$ cat src/rtl/soc_system_pll_reconfig_seq_if.sv
// Bundles the request handshake and the Avalon-MM management bus of the PLL
// reconfiguration sequencer. The sequencer is the bus master and the request sink;
// the other side (request source plus reconfig core) connects through the slave modport.
interface soc_system_pll_reconfig_seq_if;

    // Reconfiguration request
    logic        req_valid;
    logic        req_ready;
    logic [3:0]  req_cnt;
    logic [7:0]  req_hi;
    logic [7:0]  req_lo;
    logic        req_odd;
    logic        req_bypass;

    // Avalon-MM management port towards the PLL reconfig core
    logic [5:0]  mgmt_address;
    logic        mgmt_write;
    logic        mgmt_read;
    logic [31:0] mgmt_writedata;
    logic [31:0] mgmt_readdata;
    logic        mgmt_waitrequest;

    modport master (
        input  req_valid,
        output req_ready,
        input  req_cnt,
        input  req_hi,
        input  req_lo,
        input  req_odd,
        input  req_bypass,
        output mgmt_address,
        output mgmt_write,
        output mgmt_read,
        output mgmt_writedata,
        input  mgmt_readdata,
        input  mgmt_waitrequest
    );

    modport slave (
        output req_valid,
        input  req_ready,
        output req_cnt,
        output req_hi,
        output req_lo,
        output req_odd,
        output req_bypass,
        input  mgmt_address,
        input  mgmt_write,
        input  mgmt_read,
        input  mgmt_writedata,
        output mgmt_readdata,
        output mgmt_waitrequest
    );

endinterface

$ cat src/rtl/soc_system_pll_reconfig_seq.sv
// PLL C-counter reconfiguration sequencer. Accepts one counter update request,
// programs the reconfig core (mode, counter, start), polls its status until the
// reconfiguration is finished, then waits for a stable PLL lock. Reports the outcome
// with a one-cycle done or error pulse; a global timeout guards status and lock phases.
module soc_system_pll_reconfig_seq #(
    parameter int unsigned TIMEOUT     = 4096,
    parameter int unsigned LOCK_STABLE = 16
) (
    input  logic                                 clk,
    input  logic                                 reset_n,
    soc_system_pll_reconfig_seq_if.master        bus,
    input  logic                                 pll_locked,
    output logic                                 busy,
    output logic                                 done,
    output logic                                 error
);

    localparam int unsigned TmoW  = $clog2(TIMEOUT + 1);
    localparam int unsigned LockW = $clog2(LOCK_STABLE + 1);

    localparam logic [TmoW-1:0]  TmoMax   = TmoW'(TIMEOUT);
    localparam logic [LockW-1:0] LockLast = LockW'(LOCK_STABLE - 1);

    // Reconfig core register map
    localparam logic [5:0] AddrMode   = 6'h00;
    localparam logic [5:0] AddrStatus = 6'h01;
    localparam logic [5:0] AddrStart  = 6'h02;
    localparam logic [5:0] AddrCCnt   = 6'h05;

    // Mode register value selecting polling (not waitrequest) mode
    localparam logic [31:0] ModePoll = 32'h0000_0001;
    localparam logic [31:0] StartGo  = 32'h0000_0001;

    // Highest legal C-counter index
    localparam logic [3:0] CntMax = 4'd8;

    typedef enum logic [2:0] {
        StIdle,
        StWrMode,
        StWrCnt,
        StWrStart,
        StRdStatus,
        StWaitLock,
        StFin
    } state_e;

    state_e           state_q, state_d;
    logic [TmoW-1:0]  tmo_q, tmo_d;
    logic [LockW-1:0] lock_q, lock_d;
    logic             error_q, error_d;
    logic             req_ready_q, req_ready_d;
    logic [3:0]       cnt_q, cnt_d;
    logic [7:0]       hi_q, hi_d;
    logic [7:0]       lo_q, lo_d;
    logic             odd_q, odd_d;
    logic             byp_q, byp_d;

    logic             accept;
    logic             xfer_ok;
    logic             tmo_hit;
    logic [TmoW-1:0]  tmo_inc;
    logic             unused_rdata;

    assign accept  = bus.req_valid & req_ready_q;
    // Every bus state holds its strobe, so a transfer completes whenever the stall is low
    assign xfer_ok = ~bus.mgmt_waitrequest;
    assign tmo_hit = (tmo_q == TmoMax);
    // Saturate so the counter cannot wrap back below TIMEOUT
    assign tmo_inc = tmo_hit ? tmo_q : tmo_q + TmoW'(1);

    // Only the status flag of the read data matters
    assign unused_rdata = ^bus.mgmt_readdata[31:1];

    // State, counters and captured request fields
    always_ff @(posedge clk or negedge reset_n) begin
        if (!reset_n) begin
            state_q     <= StIdle;
            tmo_q       <= '0;
            lock_q      <= '0;
            error_q     <= 1'b0;
            req_ready_q <= 1'b0;
            cnt_q       <= '0;
            hi_q        <= '0;
            lo_q        <= '0;
            odd_q       <= 1'b0;
            byp_q       <= 1'b0;
        end else begin
            state_q     <= state_d;
            tmo_q       <= tmo_d;
            lock_q      <= lock_d;
            error_q     <= error_d;
            req_ready_q <= req_ready_d;
            cnt_q       <= cnt_d;
            hi_q        <= hi_d;
            lo_q        <= lo_d;
            odd_q       <= odd_d;
            byp_q       <= byp_d;
        end
    end

    // Next-state, counter and request-capture logic
    always_comb begin
        state_d = state_q;
        tmo_d   = tmo_q;
        lock_d  = '0;
        error_d = 1'b0;
        cnt_d   = cnt_q;
        hi_d    = hi_q;
        lo_d    = lo_q;
        odd_d   = odd_q;
        byp_d   = byp_q;

        unique case (state_q)
            StIdle: begin
                if (accept) begin
                    cnt_d = bus.req_cnt;
                    hi_d  = bus.req_hi;
                    lo_d  = bus.req_lo;
                    odd_d = bus.req_odd;
                    byp_d = bus.req_bypass;
                    if (bus.req_cnt > CntMax) begin
                        error_d = 1'b1;
                    end else begin
                        state_d = StWrMode;
                    end
                end
            end
            StWrMode: begin
                if (xfer_ok) begin
                    state_d = StWrCnt;
                end
            end
            StWrCnt: begin
                if (xfer_ok) begin
                    state_d = StWrStart;
                end
            end
            StWrStart: begin
                if (xfer_ok) begin
                    state_d = StRdStatus;
                    tmo_d   = '0;
                end
            end
            StRdStatus: begin
                tmo_d = tmo_inc;
                // Timeout wins over a read completing in the same cycle
                if (tmo_hit) begin
                    state_d = StIdle;
                    error_d = 1'b1;
                end else if (xfer_ok && bus.mgmt_readdata[0]) begin
                    state_d = StWaitLock;
                end
            end
            StWaitLock: begin
                tmo_d = tmo_inc;
                if (pll_locked) begin
                    lock_d = lock_q + LockW'(1);
                end
                // Stable lock wins over a simultaneous timeout
                if (pll_locked && (lock_q == LockLast)) begin
                    state_d = StFin;
                end else if (tmo_hit) begin
                    state_d = StIdle;
                    error_d = 1'b1;
                end
            end
            StFin: begin
                state_d = StIdle;
            end
            default: begin
                state_d = StIdle;
            end
        endcase

        req_ready_d = (state_d == StIdle);
    end

    // Bus strobes, address and data decoded from the current state
    always_comb begin
        bus.mgmt_write     = 1'b0;
        bus.mgmt_read      = 1'b0;
        bus.mgmt_address   = '0;
        bus.mgmt_writedata = '0;

        unique case (state_q)
            StWrMode: begin
                bus.mgmt_write     = 1'b1;
                bus.mgmt_address   = AddrMode;
                bus.mgmt_writedata = ModePoll;
            end
            StWrCnt: begin
                bus.mgmt_write     = 1'b1;
                bus.mgmt_address   = AddrCCnt;
                bus.mgmt_writedata = {9'b0, 1'b0, cnt_q, odd_q, byp_q, hi_q, lo_q};
            end
            StWrStart: begin
                bus.mgmt_write     = 1'b1;
                bus.mgmt_address   = AddrStart;
                bus.mgmt_writedata = StartGo;
            end
            StRdStatus: begin
                bus.mgmt_read      = 1'b1;
                bus.mgmt_address   = AddrStatus;
            end
            default: begin
                bus.mgmt_write     = 1'b0;
            end
        endcase
    end

    assign bus.req_ready = req_ready_q;
    assign busy          = (state_q != StIdle);
    assign done          = (state_q == StFin);
    assign error         = error_q;

    // Protocol sanity: exclusive strobes and exclusive outcome pulses
    always_ff @(posedge clk) begin
        if (reset_n) begin
            assert (!(bus.mgmt_read && bus.mgmt_write))
                else $error("read and write strobes asserted together");
            assert (!(done && error))
                else $error("done and error asserted together");
        end
    end

endmodule

$ cat src/flat_wrapper.sv
// flat-port wrapper written by rule: the top's interface ports become plain ports
module soc_system_pll_reconfig_seq_flat 
#(
    parameter int unsigned TIMEOUT     = 4096,
    parameter int unsigned LOCK_STABLE = 16
)
  (clk, reset_n, pll_locked, busy, done, error, bus_req_valid, bus_req_ready, bus_req_cnt, bus_req_hi, bus_req_lo, bus_req_odd, bus_req_bypass, bus_mgmt_address, bus_mgmt_write, bus_mgmt_read, bus_mgmt_writedata, bus_mgmt_readdata, bus_mgmt_waitrequest);
  soc_system_pll_reconfig_seq_if bus_i ();
  input  logic clk;
  input  logic reset_n;
  input  logic pll_locked;
  output logic busy;
  output logic done;
  output logic error;
  input wire logic [$bits(bus_i.req_valid)-1:0] bus_req_valid;
  output wire logic [$bits(bus_i.req_ready)-1:0] bus_req_ready;
  input wire logic [$bits(bus_i.req_cnt)-1:0] bus_req_cnt;
  input wire logic [$bits(bus_i.req_hi)-1:0] bus_req_hi;
  input wire logic [$bits(bus_i.req_lo)-1:0] bus_req_lo;
  input wire logic [$bits(bus_i.req_odd)-1:0] bus_req_odd;
  input wire logic [$bits(bus_i.req_bypass)-1:0] bus_req_bypass;
  output wire logic [$bits(bus_i.mgmt_address)-1:0] bus_mgmt_address;
  output wire logic [$bits(bus_i.mgmt_write)-1:0] bus_mgmt_write;
  output wire logic [$bits(bus_i.mgmt_read)-1:0] bus_mgmt_read;
  output wire logic [$bits(bus_i.mgmt_writedata)-1:0] bus_mgmt_writedata;
  input wire logic [$bits(bus_i.mgmt_readdata)-1:0] bus_mgmt_readdata;
  input wire logic [$bits(bus_i.mgmt_waitrequest)-1:0] bus_mgmt_waitrequest;
  assign bus_i.req_valid = bus_req_valid;
  assign bus_req_ready = bus_i.req_ready;
  assign bus_i.req_cnt = bus_req_cnt;
  assign bus_i.req_hi = bus_req_hi;
  assign bus_i.req_lo = bus_req_lo;
  assign bus_i.req_odd = bus_req_odd;
  assign bus_i.req_bypass = bus_req_bypass;
  assign bus_mgmt_address = bus_i.mgmt_address;
  assign bus_mgmt_write = bus_i.mgmt_write;
  assign bus_mgmt_read = bus_i.mgmt_read;
  assign bus_mgmt_writedata = bus_i.mgmt_writedata;
  assign bus_i.mgmt_readdata = bus_mgmt_readdata;
  assign bus_i.mgmt_waitrequest = bus_mgmt_waitrequest;
  soc_system_pll_reconfig_seq #(.TIMEOUT(TIMEOUT), .LOCK_STABLE(LOCK_STABLE)) u_core (.clk(clk), .reset_n(reset_n), .bus(bus_i), .pll_locked(pll_locked), .busy(busy), .done(done), .error(error));
endmodule
$ cat config.mk
export PLATFORM = sky130hd
export DESIGN_NAME = soc_system_pll_reconfig_seq_flat
export DESIGN_NICKNAME = d
export VERILOG_FILES = /design/src/rtl/soc_system_pll_reconfig_seq_if.sv /design/src/rtl/soc_system_pll_reconfig_seq.sv /design/src/flat_wrapper.sv
export SDC_FILE = /design/constraint.sdc
export NUM_CORES = 1
export LEC_CHECK = 0
export ABC_CLOCK_PERIOD_IN_PS = 2300
export BUFFER_PORTS_ARGS = -buffer_cell sky130_fd_sc_hd__buf_2
export CORE_MARGIN = 2
export CORE_UTILIZATION = 47
export CTS_CLUSTER_SIZE = 24
export DETAILED_ROUTE_END_ITERATION = 7
export GPL_TIMING_DRIVEN = 0
export PLACE_DENSITY_LB_ADDON = 0.15
export SLEW_MARGIN = 25
export SYNTH_ARGS = -nofsm -noshare
export SYNTH_HDL_FRONTEND = slang
export SYNTH_SLANG_ARGS = --single-unit
export TNS_END_PERCENT = 20
$ cat constraint.sdc
create_clock -name clk -period 2.3 [get_ports clk]
set_input_delay 0.115 -clock clk [delete_from_list [all_inputs] [get_ports clk]]
set_output_delay 0.115 -clock clk [all_outputs]
set_load 0.005 [all_outputs]
# Word-level counts from Yosys, hierarchy flattened
# Cells that the tools add are included.
# classes
addsub	2
magnitude_cmp	1
eq_ne	10
muxes	24
bitwise_logic	2
reduce_logical	11
# op_table
cell	n
$pmux W22 S2	1
$mux W3	9
$mux W13	2
$pmux W13 S2	1
$pmux W3 S6	1
$add A13 B1 Y13 const B	1
$eq A13 B13 Y1 const B	1
$mux W5	2
$eq A3 B3 Y1 const B	3
$pmux W3 S3	1
$eq A3 B2 Y1 const B	2
$logic_not A3 Y1	2
$mux W1	6
$add A5 B1 Y5 const B	1
$eq A5 B4 Y1 const B	1
$gt A4 B4 Y1 const B	1
$ne A2 B2 Y1 const B	2
$reduce_or A2 Y1	2
$eq A3 B1 Y1 const B	1
$pmux W1 S3	1
$reduce_and A3 Y1	1
$reduce_bool A3 Y1	1
$reduce_or A3 Y1	1
$logic_and A1 B1 Y1	2
other kinds (4)	4
# word_totals
reg_bits	45
inputBits	59
out_inout_bits	44
elab_cells	60

# Logic depth before layout (Yosys ltp)
# Gate-level depths: netlist (run 1).
# depth
word_depth	6
depth_mapped	7
ltp_nobuf	7

# Least setup slack after synthesis (run 1)
# OpenSTA, ideal clock, no wires.
# synth_path
path_kind	reg2reg
startpoint	register u_core.lock_q[0]
endpoint	register u_core.req_ready_q, in the netlist u_core.bus.req_ready
setup_time_ps	95
arrival_time_ps	1648
t_required_ps	2205
setup_slack_ps	557
path_stages_with_launch	8
path_buffers	0
synth_period_minus_slack_ps	1743
cell_sequence	dfrtp_1 > ha_1 > and3_1 > ha_1 > and3_1 > a211oi_1 > a221o_2 > nor4b_2
# synth_via
elab_chain_len	5
# synth_lines
item	line_no	source
from (decl)	soc_system_pll_reconfig_seq.sv:49	logic [LockW-1:0] lock_q, lock_d;
from (signal assigned)	soc_system_pll_reconfig_seq.sv:90	lock_q <= lock_d;
$eq A5 B4 Y1	soc_system_pll_reconfig_seq.sv:160	if (pll_locked && (lock_q == LockLast)) begin
$logic_and A1 B1 Y1	soc_system_pll_reconfig_seq.sv:160	
$mux W3	soc_system_pll_reconfig_seq.sv:160	
$pmux W3 S6	soc_system_pll_reconfig_seq.sv:113	unique case (state_q)
via u_core.state_d[0]	soc_system_pll_reconfig_seq.sv:47	state_e state_q, state_d;
$logic_not A3 Y1	soc_system_pll_reconfig_seq.sv:175	req_ready_d = (state_d == StIdle);
via u_core.req_ready_d	soc_system_pll_reconfig_seq.sv:51	logic req_ready_q, req_ready_d;
to (signal assigned)	soc_system_pll_reconfig_seq.sv:92	req_ready_q <= req_ready_d;
to (decl)	soc_system_pll_reconfig_seq.sv:51	
# The timed path passes the listed nets, and every way through them passes these cells.
# A chain may end at the register's enable or synchronous reset.

# Worst setup path in the final report (run 1)
# Ends and elaborated chain as after synthesis.

==> impl_metrics.ini, run 1 <==
[clock_network]
ctsRootBufferMaster = clkbuf_8
cts_tree = yes
cts.path.max_buffers = 2
postCtsSetupRepairBufs = 0
path_clk_slew_ns = 0.08
clk_latency_ns = 0.29
htreeDepth = 2
cts_made_buffers = 5
cts_sinks = 45

[grt]
grt_pass1_vias = 1678
antenna_found_initial = 0
grt_pass1_wl_um = 7590
grt_use_total_pct = 18.0
grt_overflow = 0
grt_max_degree = 46

[routing]
wl_per_cell_um = 12.5
vias = 1734
avgViaCountPerCell = 4.79
drt_iter0_markers = 114
drc_errors = 0
wirelength_um = 4540
dr.pass1.iters = 4
ant_nets = 0

[floorplanning]
core_area_um2 = 4750
rows = 25
pin_count = 103
start_util_pct = 49.3
die_x_um = 74.6
die_h_um = 74.6
dieArea_um2 = 5560

[setup_path]
worstSetupStartpointType = register
cpLargestDelayFamily = simple AND/OR/NAND/NOR gates
r2r_slack_ns = 0.36
crit_fanout = 4
arrival_ns = 2.13
end_kind = register
cp_num_buf_inv = 0
r2r-end = u_core.bus.req_ready
r2r_cells = 7
cp.required_ns = 2.50
timing.rr.start = u_core.lock_q[0]
critPathSlowestCell = a221o_2
worstSetupPathType = register to register
worstPathCellList = ha_1 -> and3_1 -> ha_1 -> and3_1 -> a211oi_1 -> a221o_2 -> nor4b_2
critical-path-max-stage-delay_ns = 0.39

[pwr]
p_leak_uw = 0.00143
p_per_area_nw_per_um2 = 1110
ir_worst_vdd_mv = 0.521

[yosys]
post_synth.cell_area_avg_um2 = 10.8
ys_warn_count = 0
ys_types = 41
synth.top_cell.area_share_pct = 48.1
postSynthCellCount = 217
ys_ff_latch = 45
yosysTopAreaCell = dfrtp_1
synth_top_cells_by_area = dfrtp_1 (48%), mux2_2 (11%), and2_1 (5.6%), buf_4 (4.5%), nor2_1 (2.9%)
syn_area_um2 = 2340
ys_seq_area_share_pct = 48.1

[placement]
dp_slack_ns = 0.390
gp_congestion = 0.822
port_buffers = 58
place_hpwl_um = 3320

[final_layout]
num-fill-cells = 449
final_net_count = 358
area_growth_pct = 22.1
mostFrequentLayoutCell = buf_2
diodes = 0
mostFrequentLayoutCells = buf_2 (60), dfrtp_1 (45), mux2_2 (22)
drive_gt1_share_pct = 38.6

[timing]
relSlewSlack_pct = 62.6
fin_ws_ns = 0.362
grt_setup_unrepaired = no
finalCritPeriodShare_pct = 84.3
worst_pin_slew_ns = 0.561
setup_tns_ns = 0
hold_viol = 0
finalCriticalPeriod_ns = 1.94
max_freq_ghz = 0.516
setup_violations = 0
slew_violations = 0
fin_skew_ns = 0.00528

[hold_path]
whs_endpoint = u_core.lo_q[1]
hold_class = primary input to register
whs_path_depth = 2
worstHoldStart = bus_req_lo[1]

[outcome]
status = finished clean

[flow_run]
maxCapViolCount = 0
[per-layer routing]
layer | global-route usage, % | share of wire (%) | vias up
li1 | - | - | 866
met1 | 25.2 | 46 | 809
met2 | 27.8 | 48 | 51
met3 | 3.66 | 4.7 | 8
met4 | 6.55 | 1.7 | 0
met5 | 0 | 0 | -
[power breakdown]
part | internal (µW) | switching, µW
clock | 211 | 257
combinational | 709 | 615
sequential | 1130 | 245
[flip-flops by register name (all words and copies together) (netlist names)]
signal and cells:
u_core.tmo_q 13, u_core.byp_q 1, u_core.bus.req_ready 1, u_core.state_q 3
u_core.hi_q 8, u_core.cnt_q 4, u_core.error 1, u_core.odd_q 1
u_core.lo_q 8, u_core.lock_q 5
[worst register-to-register path: stages, from the launching register on]
cell and delay [ns]:
dfrtp_1 0.38, ha_1 0.18, and3_1 0.16, ha_1 0.13, and3_1 0.23, a211oi_1 0.07
a221o_2 0.39, nor4b_2 0.30
[what timing repair did]
action / CTS / global route
resized for setup: 0 / 1
setup endpoints to repair: 0 / 9
hold endpoints to repair: 0 / 45
hold buffers: 0 / 1
[kinds of logic after synthesis]
logic type | after synthesis | synth area share (%)
DFF | 45 | 48.1
other | 1 | 0.160
muxes | 25 | 11.9
AOI/OAI and AO/OA | 11 | 3.21
xor gates and xnor gates | 11 | 4.11
buffers and inverters | 29 | 7.69
and+or+nand+nor | 91 | 22.7
adders and majority gates | 4 | 2.14
[metrics by stage]
step | utilization [%] | total power (µW) | hold WS, ns | area [µm²] | cells
2_1_floorplan | - | 2250 | -0.181 | 2390 | 229
3_3_place_gp | 58.1 | 2680 | 0.333 | 2760 | 354
3_5_place_dp | 58.1 | 2700 | 0.340 | 2760 | 354
4_1_cts | 59.8 | 3200 | 0.0188 | 2840 | 361
5_1_grt | 60.2 | 3430 | 0.0271 | 2860 | 362
6_report | 60.2 | 3160 | 0.0371 | 2860 | 362
[area by class of cell]
| class | count | area, µm² | share of cell area, % |
|---|---|---|---|
| inverter | 7 | 26.3 | 0.919 |
| clock inverter | 1 | 8.76 | 0.306 |
| sequential | 45 | 1130 | 39.4 |
| multi-input combinational | 155 | 1090 | 38.0 |
| tap | 67 | 83.8 | 2.93 |
| clock buffer | 6 | 72.6 | 2.54 |
| timing repair buffer | 59 | 303 | 10.6 |
| buffer | 22 | 154 | 5.38 |
[how the worst max path moves through the flow]
stage / cells after the start / endpoint / start / slack (ns)
finish: 7 / u_core.bus.req_ready / u_core.lock_q[0] / 0.36
global route: 5 / bus_mgmt_writedata[19] / u_core.state_q[2] / 0.17
CTS: 5 / bus_mgmt_writedata[19] / u_core.state_q[2] / 0.17
detailed placement: 7 / u_core.bus.req_ready / u_core.lock_q[0] / 0.39
global placement: 7 / u_core.bus.req_ready / u_core.lock_q[0] / 0.37
floorplan: 7 / u_core.bus.req_ready / u_core.lock_q[0] / 0.56
[synthesized netlist by cell type]
library cell,number
clkbuf_1,3
mux2_2,22
a21oi_1,3
mux2i_1,2
and3_1,4
nor3_1,3
nand3_1,5
o21ai_0,2
and4b_1,1
o21a_1,1
nor3b_1,1
or2_2,1
a221o_2,1
o31ai_1,2
xnor2_1,5
buf_4,14
nor4b_2,2
buf_2,3
ha_1,4
nand4_1,6
inv_1,7
and2_1,21
buf_6,2
nand2b_1,2
conb_1,1
nor2_4,1
or3_1,2
nor4b_4,1
nand2_1,14
and3_2,1
dfrtp_1,45
nor2b_1,2
or3b_1,1
or4_1,1
o32ai_1,1
xor2_1,6
a211oi_1,1
nor2_1,18
mux2_1,1
nor4_1,3
or3b_2,1
Power figures use the tool's default switching activity.
==> run 2, diff against run 1 <==
ABC_CLOCK_PERIOD_IN_PS = 1700   (was 2300)
CORE_UTILIZATION = 43   (was 47)
clock period = 1.7 ns   (was 2.3 ns; I/O delays follow)
==> run 2 against run 1 <==
The flow now finishes with violations (negative setup slack). Critical path depth did not move. Sequential share of layout area fell by 2.4 points. Sequential power rose by 34%. Design area rose by 6.7%. Critical path type unchanged. Critical endpoint unchanged.
==> impl_metrics.ini, run 2 (same netlist as run 1, synthesis figures left out) <==
[timing]
worst_pin_slew_ns = 0.573
grt_setup_unrepaired = yes
max_freq_ghz = 0.574
setup_violations = 17
finalCritPeriodShare_pct = 102
finalCriticalPeriod_ns = 1.74
fin_ws_ns = -0.0423
timing.hold.ws_ns = 0.0186
hold_viol = 0
relSlewSlack_pct = 61.8
setup_tns_ns = -0.147
slew_violations = 0
fin_skew_ns = 0.00827

[clock_network]
ctsRootBufferMaster = clkbuf_8
htreeDepth = 2
clk_latency_ns = 0.29
path_clk_slew_ns = 0.08
cts_tree = yes
cts_sinks = 45
cts.path.max_buffers = 2
cts_made_buffers = 5

[pwr]
p_comb_share_pct = 45.9
clockPowerShare_pct = 13.8
p_leak_uw = 0.00151
p_per_area_nw_per_um2 = 1500
internal-power_uw = 2990
ir_worst_vdd_mv = 0.688
pwr-share-seq_pct = 40.3
p_sw_uw = 1580
swShare_pct = 34.6

[grt]
grt_pass1_wl_um = 7980
grt_max_degree = 46
grt_util_met1_pct = 22.1
antenna_found_initial = 0
grtUsageMet2_pct = 25.9
grt_overflow = 0
grt_use_total_pct = 16.7
busiest_layer = met2
grt_pass1_vias = 1686
met3_usage_pct = 5.35

[final_layout]
num-fill-cells = 452
diodes = 0
mostFrequentLayoutCells = buf_2 (57), dfrtp_1 (44), mux2_2 (22)
top_register = u_core.tmo_q
regArea_um2 = 1130
area_growth_pct = 30.3
multi_input_area_um2 = 1120
mostFrequentLayoutCell = buf_2
drive_gt1_share_pct = 43.8
largest_register_ffs = 13
reg_top3 = u_core.tmo_q x13, u_core.hi_q x8, u_core.lo_q x8
final_net_count = 370

[floorplanning]
die_x_um = 77.8
pin_count = 103
die_h_um = 77.8
rows = 26
dieArea_um2 = 6050
start_util_pct = 45.3
core_area_um2 = 5170

[setup_path]
setup.worst_path.start = u_core.lock_q[1]
cp.required_ns = 1.90
r2r_slack_ns = -0.04
worstSetupStartpointType = register
critical-path-max-stage-delay_ns = 0.36
r2r_cells = 7
end_kind = register
crit_path_end = u_core.bus.req_ready
worstSetupPathType = register to register
critPathSlowestCell = dfrtp_1
worstPathCellList = ha_2 -> and3_1 -> ha_1 -> and3_4 -> a211oi_1 -> a221o_2 -> nor4b_2
crit_fanout = 4
timing.rr.start = u_core.lock_q[1]
arrival_ns = 1.95
r2r-end = u_core.bus.req_ready

[placement]
gp_congestion = 0.778
port_buffers = 58
place_hpwl_um = 3400

[outcome]
status = finished, violations left
violations = negative setup slack

[routing]
wl_per_cell_um = 12.9
vias = 1821
dr.pass1.iters = 4
drc_errors = 0
drt_iter0_markers = 63
avgViaCountPerCell = 4.82
wirelength_um = 4870
ant_nets = 0

[hold_path]
hold_class = primary input to register

[flow_run]
maxCapViolCount = 0
[run 2: cell count changes in the layout (fill, tap and decap cells not counted), sizes merged]
| cell | change |
|---|---|
| clkbuf | -1 |
| buf | +9 |
| dlygate4sd3 | +4 |
| clkinv | +1 |
[run 2: what timing repair did]
action / CTS / global route
buffers inserted: 3 / 4
hold buffers: 1 / 4
pin swaps: 2 / 2
cloned: 0 / 1
setup endpoints to repair: 43 / 51
endpoints found under the hold margin: 16 / 4
gates resized for setup: 9 / 21
[run 2: worst min path at each step]
| stage | startpoint | end | slack (ns) | cells past startpoint |
|---|---|---|---|---|
| after floorplan | reset_n | u_core.bus.req_ready | -0.21 | 0 |
| after global placement | bus_req_lo[1] | u_core.lo_q[1] | 0.31 | 2 |
| after detailed placement | reset_n | u_core.tmo_q[5] | 0.32 | 1 |
| after CTS | bus_req_hi[5] | u_core.hi_q[5] | 0.005 | 2 |
| after global routing | bus_req_hi[0] | u_core.hi_q[0] | 0.0004 | 2 |
| final | bus_req_hi[4] | u_core.hi_q[4] | 0.02 | 2 |
[run 2: cell type report]
cell class | instances | share of cell area [%]
clock inverters | 2 | 0.328
repair buffers | 71 | 13.8
flip-flops and latches | 45 | 36.9
plain buffers | 22 | 6.19
well taps | 70 | 2.87
inverters | 7 | 0.861
multi-input cells | 155 | 36.7
clock buffers | 6 | 2.38
[run 2: stage by stage]
step / instance area (µm²) / setup slack, ns / util (%) / power (µW) / cells
6_report: 3050 / -0.0423 / 59.0 / 4570 / 378
4_1_cts: 2920 / -0.0715 / 56.5 / 4420 / 369
5_1_grt: 3050 / -0.132 / 59.0 / 4940 / 378
2_1_floorplan: 2390 / 0.0386 / - / 3040 / 229
3_3_place_gp: 2770 / -0.122 / 53.6 / 3620 / 357
3_5_place_dp: 2770 / -0.0957 / 53.6 / 3670 / 357
[run 2: power by group through the flow]
stage	clock network [µW]	registers, µW	logic (µW)
after floorplan	0	1780	1260
after global placement	0	1840	1780
after detailed placement	0	1850	1810
after CTS	655	1830	1940
after global routing	710	1920	2310
final	630	1840	2100
[run 2: metal layers]
layer | wire length [µm] | part of all wire [%] | up-vias
met3 | 326 | 6.7 | 9
met4 | 71 | 1.5 | 0
met1 | 2160 | 44 | 865
met2 | 2310 | 47 | 54
met5 | 0 | 0 | -
li1 | - | - | 893
[run 2: worst max-delay path: cells and delay by family (launching register included)]
family / cells / cell delay (ns)
AND/OR/NAND/NOR: 3 / 0.57
adder cells (fa/ha/maj): 2 / 0.32
AO/OA/AOI/OAI: 2 / 0.40
flip-flops: 1 / 0.36
